==> src/rtl/conv_pkg.sv <==
// Shared definitions for the rate-1/2, K=3 convolutional encoder framer:
// FSM state encoding, code constraint length, generator polynomials and
// the symbol width, plus a helper that forms one coded symbol.
package conv_pkg;

  typedef enum logic [1:0] {
    IDLE = 2'd0,
    DATA = 2'd1,
    TAIL = 2'd2,
    DONE = 2'd3
  } state_t;

  localparam int K = 3;

  // Generator taps ordered {current bit, d1, d2}: 7 octal and 5 octal.
  localparam logic [K-1:0] G0 = 3'b111;
  localparam logic [K-1:0] G1 = 3'b101;

  localparam int SIZE_OUT = 2;

  // One coded symbol {g0,g1} from the tap vector {b, d1, d2}.
  function automatic logic [SIZE_OUT-1:0] conv_symbol(input logic [K-1:0] taps);
    conv_symbol = {^(taps & G0), ^(taps & G1)};
  endfunction

endpackage

==> src/rtl/conv_enc_core.sv <==
// Convolutional encoder core: the K-1 bit history register {d1,d2} and the
// generator XOR network. The symbol output is combinational on the bit being
// presented; the history only moves when the symbol is taken (shift_en).
module conv_enc_core
  import conv_pkg::*;
(
  input  logic                          clk,
  input  logic                          rst,
  input  logic                          shift_en,
  input  logic                          clear,
  input  logic                          bit_in,
  output logic [conv_pkg::SIZE_OUT-1:0] symbol
);

  // {d1,d2}: d1 is the most recent bit that has been encoded and accepted.
  logic [K-2:0] history;

  // History register: clear wins over shift so a new frame starts from zero.
  always_ff @(posedge clk or posedge rst) begin
    if (rst) begin
      history <= '0;
    end else if (clear) begin
      history <= '0;
    end else if (shift_en) begin
      history <= {bit_in, history[K-2:1]};
    end
  end

  // Coded symbol for the bit currently on offer.
  always_comb begin
    symbol = conv_symbol({bit_in, history});
  end

endmodule

==> src/rtl/conv_enc_framer.sv <==
// Byte framer for the rate-1/2 convolutional encoder. Accepts one byte, sends
// its bits LSB first through the encoder as a valid/ready symbol stream, then
// pulses o_frame_done for one cycle before accepting the next byte.
//
// Build option CONV_ENC_TAIL_EN: when defined, every frame is followed by
// TAIL_LEN zero flush bits and the encoder history is cleared at each frame
// start. When undefined, frames are SIZE_DATA symbols and the history carries
// across frames (only reset clears it).
module conv_enc_framer
  import conv_pkg::*;
#(
  parameter int SIZE_DATA = 8,
  parameter int SIZE_OUT  = conv_pkg::SIZE_OUT,
  parameter int TAIL_LEN  = 2
) (
  input  logic                 i_clk,
  input  logic                 i_rst,
  input  logic                 i_start,
  input  logic [SIZE_DATA-1:0] i_data,
  output logic                 o_ready,
  output logic [SIZE_OUT-1:0]  o_conv_data,
  output logic                 o_conv_valid,
  input  logic                 i_conv_ready,
  output logic                 o_frame_done,
  output logic                 o_busy
);

  // State table
  //   IDLE | waiting for a byte, o_ready high
  //   DATA | streaming the SIZE_DATA data bits, LSB first
  //   TAIL | streaming TAIL_LEN zero flush bits (tail build only)
  //   DONE | one-cycle frame-end pulse, no symbol valid

  localparam int CNT_W = $clog2(SIZE_DATA + TAIL_LEN);
  localparam int IDX_W = (SIZE_DATA > 1) ? $clog2(SIZE_DATA) : 1;
  localparam logic [CNT_W-1:0] LAST_DATA = CNT_W'(SIZE_DATA - 1);
`ifdef CONV_ENC_TAIL_EN
  localparam logic [CNT_W-1:0] LAST_TAIL = CNT_W'(SIZE_DATA + TAIL_LEN - 1);
`endif

  state_t                         state;
  logic [CNT_W-1:0]               bit_cnt;
  logic [SIZE_DATA-1:0]           data_q;
  logic                           accept;
  logic                           handshake;
  logic                           cur_bit;
  logic                           hist_clear;
  logic [conv_pkg::SIZE_OUT-1:0]  symbol;

  // Handshake qualifiers and the bit presented to the encoder; tail bits
  // are zero because only DATA selects from the latched byte.
  always_comb begin
    accept    = i_start & o_ready;
    handshake = o_conv_valid & i_conv_ready;
    cur_bit   = (state == DATA) ? data_q[bit_cnt[IDX_W-1:0]] : 1'b0;
`ifdef CONV_ENC_TAIL_EN
    hist_clear = accept;
`else
    hist_clear = 1'b0;
`endif
  end

  conv_enc_core u_core (
    .clk      (i_clk),
    .rst      (i_rst),
    .shift_en (handshake),
    .clear    (hist_clear),
    .bit_in   (cur_bit),
    .symbol   (symbol)
  );

  // Symbol output is forced to zero whenever nothing is on offer; it is
  // built only from registers, so it stays put while the sink stalls.
  always_comb begin
    o_conv_data = o_conv_valid ? SIZE_OUT'(symbol) : '0;
  end

  // Frame sequencer with registered status outputs.
  always_ff @(posedge i_clk or posedge i_rst) begin
    if (i_rst) begin
      state        <= IDLE;
      bit_cnt      <= '0;
      data_q       <= '0;
      o_conv_valid <= 1'b0;
      o_frame_done <= 1'b0;
      o_busy       <= 1'b0;
      o_ready      <= 1'b1;
    end else begin
      o_frame_done <= 1'b0;
      case (state)
        IDLE: begin
          if (accept) begin
            state        <= DATA;
            data_q       <= i_data;
            bit_cnt      <= '0;
            o_conv_valid <= 1'b1;
            o_busy       <= 1'b1;
            o_ready      <= 1'b0;
          end
        end
        DATA: begin
          if (handshake) begin
            if (bit_cnt == LAST_DATA) begin
`ifdef CONV_ENC_TAIL_EN
              state   <= TAIL;
              bit_cnt <= bit_cnt + CNT_W'(1);
`else
              state        <= DONE;
              o_conv_valid <= 1'b0;
              o_frame_done <= 1'b1;
`endif
            end else begin
              bit_cnt <= bit_cnt + CNT_W'(1);
            end
          end
        end
`ifdef CONV_ENC_TAIL_EN
        TAIL: begin
          if (handshake) begin
            if (bit_cnt == LAST_TAIL) begin
              state        <= DONE;
              o_conv_valid <= 1'b0;
              o_frame_done <= 1'b1;
            end else begin
              bit_cnt <= bit_cnt + CNT_W'(1);
            end
          end
        end
`endif
        default: begin
          // DONE (and any unreachable encoding) returns to IDLE after one cycle.
          state        <= IDLE;
          o_conv_valid <= 1'b0;
          o_busy       <= 1'b0;
          o_ready      <= 1'b1;
        end
      endcase
    end
  end

endmodule

==> config.mk <==
export PLATFORM = sky130hd
export DESIGN_NAME = conv_enc_framer
export DESIGN_NICKNAME = d
export VERILOG_FILES = /design/src/rtl/conv_pkg.sv /design/src/rtl/conv_enc_core.sv /design/src/rtl/conv_enc_framer.sv
export SDC_FILE = /design/constraint.sdc
export NUM_CORES = 1
export LEC_CHECK = 0
export BUFFER_PORTS_ARGS = -buffer_cell sky130_fd_sc_hd__buf_2
export CAP_MARGIN = 20
export CORE_UTILIZATION = 57
export DETAILED_ROUTE_END_ITERATION = 6
export PLACE_DENSITY = 0.9
export SETUP_SLACK_MARGIN = 0.3
export SLEW_MARGIN = 20
export SYNTH_ARGS = -nofsm -noshare
export SYNTH_HDL_FRONTEND = slang
export SYNTH_SLANG_ARGS = --single-unit
==> constraint.sdc <==
create_clock -name i_clk -period 4.81 [get_ports i_clk]
set_input_delay 0.962 -clock i_clk [delete_from_list [all_inputs] [get_ports i_clk]]
set_output_delay 0.962 -clock i_clk [all_outputs]
set_load 0.05 [all_outputs]
==> metrics.json, run 1 <==
{
  "total_power_mw": 0.786,
  "status": "completed",
  "firstDrtPassIters": 5,
  "power_share_of_the_clock_group_pct": 12.3,
  "area_delta_synth_final_pct": 12.8,
  "finalWorstPathRequiredPeriod_ns": 3.11,
  "synth-seq-cells": 20,
  "power_density_nw_per_um2": 705,
  "avgRoutedWirePerCell_um": 15.3,
  "num_vias": 740,
  "synth_cells": 84,
  "netlist_area_um2": 988,
  "rsz_0062_raised_after_global_routing": "false",
  "hp-start": "o_busy",
  "grt_max_degree": 21,
  "clkSinkCount": 20,
  "peak_ir_drop_on_the_vdd_network_mv": 0.368,
  "timing.max_cap.violations": 0,
  "grt_pass1_wl_um": 3080,
  "final_net_count": 117,
  "placed_cell_area_um2": 1080,
  "synthesis.yosys.warnings": 0,
  "cts.path.max_buffers": 2,
  "holdCritPathClass": "reg -> reg",
  "final_layout_size_suffix_gt1_share_pct": 35.9,
  "mostFrequentLayoutCells": "19 x sky130_fd_sc_hd__dfrtp_1, 17 x sky130_fd_sc_hd__buf_2, 10 x sky130_fd_sc_hd__mux2_2, 7 x sky130_fd_sc_hd__a21oi_1",
  "slew-limit-headroom_pct": 51.1,
  "internal_power_mw": 0.448,
  "critPathLaunch": "bit_cnt[0]",
  "p_switching_mw": 0.338,
  "cts_tree": "built",
  "timing.rr.start": "state[0]",
  "fin_area_um2": 1110,
  "drt_iter0_drc": 19,
  "grt_pass1_vias": 698,
  "die-area_um2": 1900,
  "wp_data_arrival_ns": 2.15,
  "routed_wl_um": 1820,
  "share_comb_of_total_power_pct": 46.7,
  "period_share_pct": 64.7,
  "core_um2": 1560,
  "worstSkewPairLatency_ns": 0.30,
  "power.leakage_nw": 0.545,
  "required_time_of_the_critical_path_ns": 3.85,
  "synth_sequential_area_ratio_pct": 50.8,
  "share_seq_of_total_power_pct": 41.0,
  "synth_fp_nets": 97,
  "die-height_um": 43.6,
  "routed_vias_inst": 6.22,
  "crit_path_max_fanout": 7,
  "antenna_violations_before_repair": 0,
  "dpl.cell_count": 115,
  "synthDistinctLibCells": 31,
  "finalSetupViolCount": 0,
  "totalNegativeSetupSlack_ns": 0,
  "post_cts_hold_buffer_count": 0,
  "worst_hold_slack_ns": 0.522,
  "cts_setup_buffers": 0,
  "skew_ns": 0.00613,
  "placement_rows": 14,
  "maxClockFrequency_mhz": 321,
  "worst-slew-pin-transition_ns": 0.733,
  "worst-setup-path-type": "reg -> out",
  "setup.worst_path.start_class": "flip-flop",
  "num_io_pins": 18,
  "antenna_cells_inserted": 0,
  "clk_transition_reported_paths_ns": 0.11,
  "finalHoldViolCount": 0,
  "grt.overflow.total": 0,
  "number_of_h_tree_branching_levels": 1,
  "starting_density_of_the_core_pct": 63.4,
  "post_layout_nonfiller_instances": 119,
  "grt_util_all_layers_pct": 22.5,
  "ctsRootBufferMaster": "sky130_fd_sc_hd__clkbuf_4",
  "cp-end-kind": "output pin",
  "cts_inserted_buffers": 3,
  "mostFrequentLayoutCell": "sky130_fd_sc_hd__dfrtp_1",
  "gp_routability_congestion": 0.817,
  "final-max-slew-violation-count": 0,
  "drc": 0,
  "syn_avg_cell_area_um2": 11.8,
  "sw_frac_of_total_pct": 43.0,
  "die_x_um": 43.6,
  "drt.antenna.violating_nets": 0,
  "cts-resized-gates": 0,
  "port_bufs": 17
}
synthesized netlist by cell type:
cell,instances,share of area (%)
sky130_fd_sc_hd__nor2b_1,3,1.9
sky130_fd_sc_hd__a22o_2,1,1.0
sky130_fd_sc_hd__a221oi_1,1,0.89
sky130_fd_sc_hd__nand3_1,2,1.0
sky130_fd_sc_hd__a211oi_1,1,0.76
sky130_fd_sc_hd__a32o_1,1,1.0
sky130_fd_sc_hd__a22o_1,2,1.8
sky130_fd_sc_hd__o21ai_0,2,1.0
sky130_fd_sc_hd__dfstp_2,1,2.7
sky130_fd_sc_hd__ha_1,1,1.3
sky130_fd_sc_hd__nor2_1,2,0.76
sky130_fd_sc_hd__mux2i_1,2,2.0
sky130_fd_sc_hd__nor2_2,1,0.63
sky130_fd_sc_hd__a21o_1,1,0.76
sky130_fd_sc_hd__o41ai_1,1,0.89
sky130_fd_sc_hd__o31ai_1,2,1.5
sky130_fd_sc_hd__mux2_2,10,11
sky130_fd_sc_hd__nor2b_2,1,0.89
sky130_fd_sc_hd__a21oi_1,7,3.5
sky130_fd_sc_hd__nand3b_4,1,2.0
sky130_fd_sc_hd__nor3b_1,2,1.5
sky130_fd_sc_hd__dfrtp_1,19,48
sky130_fd_sc_hd__buf_6,1,1.1
sky130_fd_sc_hd__mux4_2,1,2.3
sky130_fd_sc_hd__or4_1,3,2.3
sky130_fd_sc_hd__inv_1,5,1.9
sky130_fd_sc_hd__xor2_1,1,0.89
sky130_fd_sc_hd__nor3_1,2,1.0
sky130_fd_sc_hd__and3b_1,1,0.89
sky130_fd_sc_hd__clkbuf_1,1,0.38
sky130_fd_sc_hd__nand2_1,5,1.9
final timing paths:
kind                                  end  slack [ns]  depth (start not counted)
min                                o_busy        0.52                          2
min reg2reg                        o_busy        0.52                          2
min in group asynchronous      bit_cnt[3]        0.77                          2
max in group asynchronous        state[0]        3.58                          2
max reg2reg                    bit_cnt[3]        3.13                          4
max                        o_conv_data[0]        1.70                          5
power by group through the flow:
stage                     Sequential (mW)  Clock (mW)  Combinational (mW)
after floorplan                     0.341           0               0.275
after global placement              0.319           0               0.350
after detailed placement            0.326           0               0.365
after CTS                           0.322      0.0992               0.367
after global routing                0.333       0.103               0.400
final                               0.322      0.0967               0.367
cells by family (layout without fill, tap and decap cells):
family | after synthesis | count (layout) | share of synthesized area (%)
flops | 20 | 20 | 50.8
buf+inv | 7 | 26 | 3.42
compound gates | 19 | 19 | 13.2
mux | 13 | 13 | 15.7
simple gates | 23 | 23 | 14.8
fa+ha+maj | 1 | 1 | 1.27
xor+xnor | 1 | 1 | 0.886
metrics by stage:
stage / worst slack (ns) / utilization [%]
floorplan: 1.66 / -
global placement: 2.06 / 69.2
detailed placement: 2.03 / 69.2
CTS: 1.68 / 71.5
global route: 1.60 / 71.5
finish: 1.70 / 71.5
critical path, stage by stage, from the launching register on:
cell and delay, ns:
sky130_fd_sc_hd__dfrtp_1 0.49, sky130_fd_sc_hd__mux4_2 0.38, sky130_fd_sc_hd__nor2b_2 0.06, sky130_fd_sc_hd__or4_1 0.50, sky130_fd_sc_hd__a21oi_1 0.15, sky130_fd_sc_hd__buf_2 0.27
per-layer routing:
| metal | part of all wire (%) | track usage, % | wire (um) |
|---|---|---|---|
| met1 | 44 | 27.9 | 798 |
| met2 | 49 | 38.8 | 885 |
| met3 | 5.4 | 2.50 | 98 |
| met4 | 1.9 | 11.3 | 34 |
| met5 | 0 | 0 | 0 |
sequential cells by signal (all words and copies together), names as in the netlist:
name and flops:
o_conv_valid 1, data_q 8, bit_cnt 4, o_frame_done 1, o_busy 1, state 2
u_core.history 2, o_ready 1
area by class of cell:
type | count | area [um2]
inverters | 5 | 18.8
well taps | 16 | 20.0
flip-flops and latches | 20 | 502
fillers | 119 | 444
repair buffers | 17 | 85.1
multi-input cells | 57 | 453
clock buffers | 4 | 36.3
(Power assumes the default switching activity.)
==> inputs of run 2 (changes only) <==
- CORE_UTILIZATION: 57 -> 53
- PLACE_DENSITY: 0.9 -> 0.85
- clock period: 4.81 -> 2.9 ns (I/O delays scaled with it)
==> run 2 against run 1 <==
  * Critical path depth stayed put
  * Sequential cell count stayed put
  * Non-clock buffer count is 3 higher
  * Utilization is 3.3 points lower
  * Largest power group unchanged
  * Critical endpoint unchanged
  * Combinational power is 92% higher
  * Worst hold slack worse by 0.15 ns
  * Critical path type unchanged
  * Highest routed layer unchanged
==> metrics.json, run 2 (synthesized netlist as in run 1, its figures left out) <==
{
  "dp_hpwl_um": 1330,
  "cts_inserted_buffers": {"value": 3, "change": "unchanged"},
  "layout_setup_ws": {"value": 0.304, "unit": "ns", "change": "was 1.70 ns"},
  "final_layout_size_suffix_gt1_share": {"value": 42.5, "unit": "%", "change": "was 35.9%"},
  "power_share_of_the_clock_group": {"value": 15.7, "unit": "%", "change": "was 12.3%"},
  "timing.critical_path.slowest_cell_delay": {"value": 0.51, "unit": "ns", "change": "was 0.50 ns"},
  "avgRoutedWirePerCell": {"value": 13.4, "unit": "um", "change": "was 15.3 um"},
  "setup.worst_path.start_class": {"value": "flip-flop", "change": "unchanged"},
  "grt.overflow.total": {"value": 0, "change": "unchanged"},
  "core": {"value": 1750, "unit": "um2", "change": "was 1560 um2"},
  "totalNegativeSetupSlack": {"value": 0, "unit": "ns", "change": "unchanged"},
  "finalWorstPathRequiredPeriod_ns": 2.60,
  "finalSetupViolCount": {"value": 0, "change": "unchanged"},
  "clkSinkCount": {"value": 20, "change": "unchanged"},
  "wp_data_arrival": {"value": 2.02, "unit": "ns", "change": "was 2.15 ns"},
  "fin_area": {"value": 1190, "unit": "um2", "change": "was 1110 um2"},
  "drc": {"value": 0, "change": "unchanged"},
  "mostFrequentLayoutCells": {"value": "17 x sky130_fd_sc_hd__dfrtp_1, 15 x sky130_fd_sc_hd__buf_2, 10 x sky130_fd_sc_hd__mux2_2", "change": "was 19 x sky130_fd_sc_hd__dfrtp_1, 17 x sky130_fd_sc_hd__buf_2, 10 x sky130_fd_sc_hd__mux2_2, 7 x sky130_fd_sc_hd__a21oi_1"},
  "placed_cell_area": {"value": 1100, "unit": "um2", "change": "was 1080 um2"},
  "die_x": {"value": 45.2, "unit": "um", "change": "was 43.6 um"},
  "total_power": {"value": 1.46, "unit": "mW", "change": "was 0.786 mW"},
  "pre_cts_ws": {"value": 0.458, "unit": "ns", "change": "was 2.03 ns"},
  "antenna_violations_before_repair": {"value": 0, "change": "unchanged"},
  "maxClockFrequency_mhz": 385,
  "num_vias": {"value": 715, "change": "was 740"},
  "clk_transition_reported_paths": {"value": 0.11, "unit": "ns", "change": "about the same"},
  "drt_iter0_drc": {"value": 2, "change": "was 19"},
  "share_seq_of_total_power": {"value": 36.2, "unit": "%", "change": "was 41.0%"},
  "largest_register": {"value": "data_q", "change": "unchanged"},
  "grt_util_all_layers": {"value": 19.9, "unit": "%", "change": "was 22.5%"},
  "cts_tree": {"value": "built", "change": "unchanged"},
  "worst-slew-pin-transition": {"value": 0.723, "unit": "ns", "change": "was 0.733 ns"},
  "status": {"value": "completed", "change": "unchanged"},
  "drt.antenna.violating_nets": {"value": 0, "change": "unchanged"},
  "peak_ir_drop_on_the_vdd_network": {"value": 0.658, "unit": "mV", "change": "was 0.368 mV"},
  "crit_path_max_fanout": {"value": 5, "change": "was 7"},
  "num_io_pins": {"value": 18, "change": "unchanged"},
  "grt_max_degree": {"value": 21, "change": "unchanged"},
  "crit_slowest_cell": {"value": "sky130_fd_sc_hd__or4_4", "change": "was sky130_fd_sc_hd__or4_1"},
  "placement_rows": {"value": 15, "change": "was 14"},
  "timing.critical_path.cells": {"value": "mux4_2, nor2b_2, or4_4, a21oi_2, buf_6", "change": "was mux4_2, nor2b_2, or4_1, a21oi_1, buf_2"},
  "mostFrequentLayoutCell": {"value": "sky130_fd_sc_hd__dfrtp_1", "change": "unchanged"},
  "worst-setup-path-type": {"value": "reg -> out", "change": "unchanged"},
  "sw_frac_of_total": {"value": 40.0, "unit": "%", "change": "was 43.0%"},
  "finalHoldViolCount": {"value": 0, "change": "unchanged"},
  "number_of_flip_flops_under_the_largest_register_name": {"value": 8, "change": "unchanged"},
  "slew-limit-headroom": {"value": 51.8, "unit": "%", "change": "was 51.1%"},
  "power_density": {"value": 1230, "unit": "nW/um2", "change": "was 705 nW/um2"},
  "internal_power": {"value": 0.877, "unit": "mW", "change": "was 0.448 mW"},
  "die-height": {"value": 45.2, "unit": "um", "change": "was 43.6 um"},
  "rsz_0062_raised_after_global_routing": {"value": "true", "change": "was false"},
  "area_delta_synth_final": {"value": 20.5, "unit": "%", "change": "was 12.8%"},
  "period_share_pct": 89.5,
  "cp-end-kind": {"value": "output pin", "change": "unchanged"},
  "die-area": {"value": 2040, "unit": "um2", "change": "was 1900 um2"},
  "routed_vias_inst": {"value": 5.46, "change": "was 6.22"},
  "worstSkewPairLatency": {"value": 0.31, "unit": "ns", "change": "was 0.30 ns"},
  "firstDrtPassIters": {"value": 4, "change": "was 5"},
  "grt_pass1_wl": {"value": 2780, "unit": "um", "change": "was 3080 um"},
  "starting_density_of_the_core": {"value": 56.6, "unit": "%", "change": "was 63.4%"},
  "skew": {"value": 0.00134, "unit": "ns", "change": "was 0.00613 ns"},
  "required_time_of_the_critical_path": {"value": 2.32, "unit": "ns", "change": "was 3.85 ns"},
  "final_net_count": {"value": 120, "change": "was 117"},
  "antenna_cells_inserted": {"value": 0, "change": "unchanged"},
  "grt_pass1_vias": {"value": 633, "change": "was 698"},
  "routed_wl": {"value": 1760, "unit": "um", "change": "was 1820 um"},
  "biggestRegsByFlops": {"value": "data_q (8), bit_cnt (4)", "change": "unchanged"},
  "cts.path.max_buffers": {"value": 2, "change": "unchanged"},
  "port_bufs": {"value": 17, "change": "unchanged"},
  "number_of_h_tree_branching_levels": {"value": 1, "change": "unchanged"},
  "holdCritPathClass": {"value": "in -> async", "change": "was reg -> reg"},
  "ctsRootBufferMaster": {"value": "sky130_fd_sc_hd__clkbuf_4", "change": "unchanged"},
  "share_comb_of_total_power": {"value": 48.1, "unit": "%", "change": "was 46.7%"},
  "timing.max_cap.violations": {"value": 0, "change": "unchanged"},
  "power.leakage": {"value": 0.567, "unit": "nW", "change": "was 0.545 nW"},
  "gp_routability_congestion": {"value": 0.778, "change": "was 0.817"},
  "worst_hold_slack": {"value": 0.370, "unit": "ns", "change": "was 0.522 ns"},
  "p_switching": {"value": 0.585, "unit": "mW", "change": "was 0.338 mW"},
  "final-max-slew-violation-count": {"value": 0, "change": "unchanged"}
}
==> run 2: cell types whose count changed in the layout (fill, tap and decap cells not counted), sizes merged <==
cell	previous run	this run
clkbuf	4	3
buf	17	20
bufinv	0	1
==> run 2: final cells by class <==
cell class,count,area (um2)
Clock inverter,1,30.0
Timing Repair Buffer,20,120
Tap cell,25,31.3
Sequential cell,20,504
Multi-Input combinational cell,57,464
Fill cell,143,554
Clock buffer,3,22.5
Inverter,5,18.8
==> run 2: layer usage <==
layer	track usage [%]	share of wire [%]	vias up
li1	-	-	357
met1	24.7	44	337
met3	6.00	3.4	5
met4	9.09	1.9	0
met2	31.9	50	16
met5	0	0	-
==> run 2: power groups by stage <==
stage	clock (mW)	combinational, mW	sequential, mW
6_report	0.230	0.704	0.529
5_1_grt	0.241	0.755	0.551
4_1_cts	0.233	0.700	0.528
3_5_place_dp	0	0.630	0.537
3_3_place_gp	0	0.599	0.529
2_1_floorplan	0	0.475	0.565
==> run 2: stage by stage <==
stage / util (%) / instances
3_3_place_gp: 62.9 / 124
5_1_grt: 68.2 / 131
2_1_floorplan: - / 84
3_5_place_dp: 62.9 / 124
4_1_cts: 67.7 / 130
6_report: 68.2 / 131
==> run 2: timing repair <==
| item | 4_1_cts | 5_1_grt |
|---|---|---|
| hold buffers | 0 | 0 |
| pin swaps | 3 | 0 |
| endpoints found under the hold margin | 0 | 0 |
| endpoints found under the setup margin | 2 | 2 |
| buffers inserted | 2 | 1 |
| resized for setup | 6 | 1 |
==> run 2: worst max-delay path: cells and delay by family, from the launching register on <==
family	cells	cell delay (ns)
AOI/OAI and AO/OA	1	0.15
muxes	1	0.35
and+or+nand+nor	2	0.57
DFF	1	0.47
buffers and inverters	1	0.17
==> run 2: worst paths after layout <==
| kind | to | from | slack, ns | depth (start not counted) |
|---|---|---|---|---|
| max | o_conv_data[0] | bit_cnt[0] | 0.30 | 5 |
| min reg2reg | o_busy | o_busy | 0.52 | 2 |
| min | u_core.history[1] | i_rst | 0.37 | 2 |
| max reg2reg | bit_cnt[0] | bit_cnt[0] | 0.99 | 7 |
| max in group asynchronous | bit_cnt[0] | i_rst | 2.03 | 2 |
| min in group i_clk | o_conv_valid | i_conv_ready | 0.48 | 2 |
